`src/rtl/nmr_voter.sv`:
```
// N-modular-redundancy majority voter with adaptive replica count and
// per-replica disagreement tracking that condemns persistently divergent replicas.
module nmr_voter #(
  parameter int W        = 4,
  parameter int N        = 5,
  parameter int FAULT_TH = 3,
  parameter int LO_TH    = 4,
  parameter int HI_TH    = 10
) (
  input  logic           clk,
  input  logic           rst,
  input  logic           in_valid,
  input  logic [N*W-1:0] data_in,
  input  logic [1:0]     mode,
  input  logic [3:0]     err_rate,
  input  logic           clr_fault,
  output logic           out_valid,
  output logic [W-1:0]   data_out,
  output logic           no_majority,
  output logic [N-1:0]   fault,
  output logic [N-1:0]   active,
  output logic [1:0]     state_o
);

  typedef enum logic [1:0] {
    ST_SIMPLEX = 2'd0,
    ST_TMR     = 2'd1,
    ST_FULL    = 2'd2,
    ST_SLEEP   = 2'd3
  } state_t;

  localparam logic [3:0] LO_TH4    = 4'(LO_TH);
  localparam logic [3:0] HI_TH4    = 4'(HI_TH);
  localparam logic [3:0] FAULT_TH4 = 4'(FAULT_TH);
  localparam logic [3:0] N4        = 4'(N);

  state_t         state_q, state_d;
  logic [N-1:0]   fault_q;
  logic [3:0]     cnt_q [N];
  logic [W-1:0]   data_out_q;
  logic           out_valid_q;
  logic           no_maj_q;

  logic [W-1:0]   word [N];
  logic [3:0]     cnt_inc [N];
  logic [N-1:0]   disagree;
  logic [N-1:0]   act;
  logic [3:0]     req_cnt;
  logic [3:0]     sel_cnt;
  logic [3:0]     a_cnt;
  logic [3:0]     k_cnt;
  logic           have_win;
  logic [W-1:0]   win_word;
  logic           vote_en;
  logic           upd_cnt;

  generate
    for (genvar gi = 0; gi < N; gi++) begin : g_rep
      assign word[gi]     = data_in[gi*W +: W];
      assign cnt_inc[gi]  = (cnt_q[gi] == 4'hF) ? 4'hF : cnt_q[gi] + 4'd1;
      assign disagree[gi] = (word[gi] != win_word);
    end
  endgenerate

  always_comb begin
    state_d = state_q;
    unique case (mode)
      2'd1: state_d = ST_FULL;
      2'd2: state_d = ST_SIMPLEX;
      2'd3: state_d = ST_SLEEP;
      default: begin
        if (err_rate < LO_TH4)      state_d = ST_SIMPLEX;
        else if (err_rate < HI_TH4) state_d = ST_TMR;
        else                        state_d = ST_FULL;
      end
    endcase
  end

  always_comb begin
    req_cnt = 4'd0;
    unique case (state_q)
      ST_SIMPLEX: req_cnt = 4'd1;
      ST_TMR:     req_cnt = 4'd3;
      ST_FULL:    req_cnt = N4;
      default:    req_cnt = 4'd0;
    endcase
  end

  // Healthy replicas are enlisted lowest index first until the required count is met.
  always_comb begin
    act     = '0;
    sel_cnt = 4'd0;
    for (int i = 0; i < N; i++) begin
      if (!fault_q[i] && (sel_cnt < req_cnt)) begin
        act[i]  = 1'b1;
        sel_cnt = sel_cnt + 4'd1;
      end
    end
  end

  always_comb begin
    a_cnt    = 4'd0;
    k_cnt    = 4'd0;
    have_win = 1'b0;
    win_word = '0;
    for (int i = 0; i < N; i++) begin
      if (act[i]) a_cnt = a_cnt + 4'd1;
    end
    for (int i = 0; i < N; i++) begin
      k_cnt = 4'd0;
      for (int j = 0; j < N; j++) begin
        if (act[j] && (word[j] == word[i])) k_cnt = k_cnt + 4'd1;
      end
      if (act[i] && !have_win && ({k_cnt, 1'b0} > {1'b0, a_cnt})) begin
        have_win = 1'b1;
        win_word = word[i];
      end
    end
  end

  assign vote_en = in_valid && (state_q != ST_SLEEP);
  // Small votes cannot tell which replica is wrong, so only A >= 3 may blame anyone.
  assign upd_cnt = vote_en && have_win && (a_cnt >= 4'd3);

  always_ff @(posedge clk) begin
    if (rst) begin
      state_q     <= ST_TMR;
      fault_q     <= '0;
      data_out_q  <= '0;
      out_valid_q <= 1'b0;
      no_maj_q    <= 1'b0;
      for (int i = 0; i < N; i++) cnt_q[i] <= 4'd0;
    end else begin
      state_q     <= state_d;
      out_valid_q <= vote_en && have_win;
      no_maj_q    <= vote_en && !have_win;
      if (vote_en && have_win) data_out_q <= win_word;
      if (clr_fault) begin
        fault_q <= '0;
        for (int i = 0; i < N; i++) cnt_q[i] <= 4'd0;
      end else if (upd_cnt) begin
        for (int i = 0; i < N; i++) begin
          if (act[i]) begin
            if (disagree[i]) begin
              cnt_q[i] <= cnt_inc[i];
              if (cnt_inc[i] >= FAULT_TH4) fault_q[i] <= 1'b1;
            end else begin
              cnt_q[i] <= 4'd0;
            end
          end
        end
      end
    end
  end

  assign out_valid   = out_valid_q;
  assign data_out    = data_out_q;
  assign no_majority = no_maj_q;
  assign fault       = fault_q;
  assign active      = act;
  assign state_o     = state_q;

endmodule

```
`config.mk`:
```
export PLATFORM = sky130hd
export DESIGN_NAME = nmr_voter
export DESIGN_NICKNAME = d
export VERILOG_FILES = /design/src/rtl/nmr_voter.sv
export SDC_FILE = /design/constraint.sdc
export NUM_CORES = 1
export LEC_CHECK = 0
export BUFFER_PORTS_ARGS = -buffer_cell sky130_fd_sc_hd__buf_4
export CORE_AREA = 2 2 94 96
export DETAILED_ROUTE_END_ITERATION = 8
export DIE_AREA = 0 0 96 98
export GPL_ROUTABILITY_DRIVEN = 0
export GPL_TIMING_DRIVEN = 1
export PLACE_DENSITY = 0.86
export SETUP_SLACK_MARGIN = 0.05
export SYNTH_ARGS = -nofsm -noshare
export SYNTH_HDL_FRONTEND = slang
export SYNTH_SLANG_ARGS = --single-unit
```
`constraint.sdc`:
```
create_clock -name clk -period 21.6 [get_ports clk]
set_input_delay 3.24 -clock clk [delete_from_list [all_inputs] [get_ports clk]]
set_output_delay 3.24 -clock clk [all_outputs]
set_load 0.01 [all_outputs]
```
==> qor.csv <==
metric;value;unit
globalRoute.totalOverflow;0;
port_buffers;46;
clk_path_buf_depth;2;
drive_gt1_frac;0.159;
cts_resized;0;
hold_viol;0;
grt_usage;0.276;
grt_pass1_vias;4652;
post-synth-top-area-fraction;0.123;
synth_common_cells;52 x nand2_1, 48 x ha_1, 46 x nor2_1, 45 x xnor2_1, 38 x xor2_1;
holdBufCountCts;0;
crit_required;21.65;ns
num_io_pins;48;
die_x;96;µm
synth_top_area_cell;ha_1;
maxSlewHeadroom;0.429;
crit_family;simple AND/OR/NAND/NOR gates;
clock_sinks;33;
drc;0;
critical_path.max_stage_delay;0.56;ns
synth_area;0.00488;mm²
root_buffer;clkbuf_8;
antenna_found_initial;0;
fin_skew;0.00423;ns
cts_tree;yes;
cts.reportedPaths.clkPinSlew;0.08;ns
fmax;0.0971;GHz
met1_usage;0.340;
path_common_cell;ha_1;
synthTopCellsByArea;ha_1 12%, edfxtp_1 9.8%, xnor2_1 8.1%, dfxtp_1 7.0%, xor2_1 6.8%;
start_util;0.577;
avgRoutedWirePerCell;17.6;µm
post-dp-hpwl;10.1;mm
core.rowCount;34;
crit_buf_inv;4;
ys_ff_latch;33;
avgSynthCellArea;7.94;µm²
antenna_cells;0;
use_met2;0.467;
path_max_fanout;22;
startpoint_type;flop;
insertion_delay;0.29;ns
finalNetCount;717;
fp.dieH;98;µm
h-tree-depth;2;
maxCapViolCount;0;
numCtsBuffers;5;
synth_cells;615;
via_count;4849;
grt_setup_unrepaired;no;
syn_to_final_growth;9.51;%
slew_violations;0;
synth_most_common_cell;nand2_1;
critPathKind;flop to flop;
cts_setup_buffers;0;
synth_edf_count;16;
min_period_over_period;0.477;
wl;13.1;mm
grt_pass1_wl;21.2;mm
nFillCells;707;
ant_nets;0;
cp.arrival;10.35;ns
grt_max_degree;23;
drt-initial-drc-count;275;
worstMarginPinSlew;0.849;ns
met3_usage;0.0394;
via_per_inst;6.48;
setup_tns;0;ns
synth_flop_cell;dfxtp_1;
outcome;complete, no violations;
reg2reg_slack;11.30;ns
hold_path.class;flop to flop;
async_reset_ff_frac;0;
endpoint_kind;flop;
design.die.area;0.00941;mm²
yosysWarnings;0;
finalCriticalPeriod;10.30;ns
synth_nets;693;
core;0.00847;mm²
seq_area_frac_synth;0.168;
grt_busiest_layer;met2;
ys_types;88;
drt-pass1-iter-count;5;
crit_path_top_delay_cell;o32a_1;
finalSetupViolCount;0;
tightest hold or removal path, delay by kind of cell, from the launching register on:
kind | cells | cell delay (ns)
DFF | 1 | 0.31
AOI/OAI and AO/OA | 1 | 0.05
and+or+nand+nor | 1 | 0.10
final timing paths:
check / start / to / cells after the start
max: state_o[1] / cnt_q[3][2] / 35
min: data_out[1] / data_out[1] / 2
max reg2reg: state_o[1] / cnt_q[3][2] / 35
min reg2reg: data_out[1] / data_out[1] / 2
routing by layer:
metal / vias up / wire length [µm]
met5: - / 0
met4: 0 / 493
met2: 230 / 6420
met1: 2277 / 5130
met3: 59 / 1090
li1: 2283 / -
registers in the layout (all words and copies together), names as in the netlist:
| signal | flops |
|---|---|
| out_valid | 1 |
| data_out | 4 |
| no_majority | 1 |
| fault | 5 |
| state_o | 2 |
| cnt_q | 20 |
logic make-up (layout without fill, tap and decap cells):
logic type	after synthesis	count (layout)	synth area share
XOR/XNOR	84	84	0.152
multiplexers	20	20	0.0451
AO/OA/AOI/OAI	145	145	0.223
flip-flops	33	33	0.168
buffers and inverters	75	100	0.0654
adder cells (fa/ha/maj)	48	48	0.123
AND/OR/NAND/NOR	210	210	0.223
stage by stage:
step,worst slack (ns),cell area (µm²),hold slack [ns],util,std cells
global route,10.77,5350,0.547,0.631,748
detailed placement,11.63,5230,0.503,0.618,740
CTS,11.50,5350,0.513,0.631,748
finish,11.30,5350,0.514,0.631,748
global placement,11.96,5230,0.486,0.618,740
floorplan,12.61,4880,0.470,-,615
cell usage in the layout, fill, tap and decap left out, types with 6 or more instances in the layout:
cell       n
nor2b_1    6
o21ai_0   29
nand4_1   13
xor2_1    38
buf_4     50
ha_1      48
nor4_1     7
mux2i_1    7
nor2_1    46
and2_1     9
nor3_1    18
edfxtp_1  16
nand2_1   52
nand2b_1   6
a31oi_1   13
a21oi_1   33
mux2_2    12
dfxtp_1   17
inv_1     37
xnor2_1   45
nand3_1   19
layout make-up:
type                            instances  area [µm²]  area share
Clock inverter                          3        46.3     0.00866
Inverter                               42         158      0.0295
Tap cell                              108         135      0.0253
Timing Repair Buffer                   50         375      0.0702
Sequential cell                        33         821       0.154
Clock buffer                            5        68.8      0.0129
Multi-Input combinational cell        507        3740       0.700
Power is not shown: default switching activity piles up to over one toggle a cycle in this logic, so the estimate is an artifact.
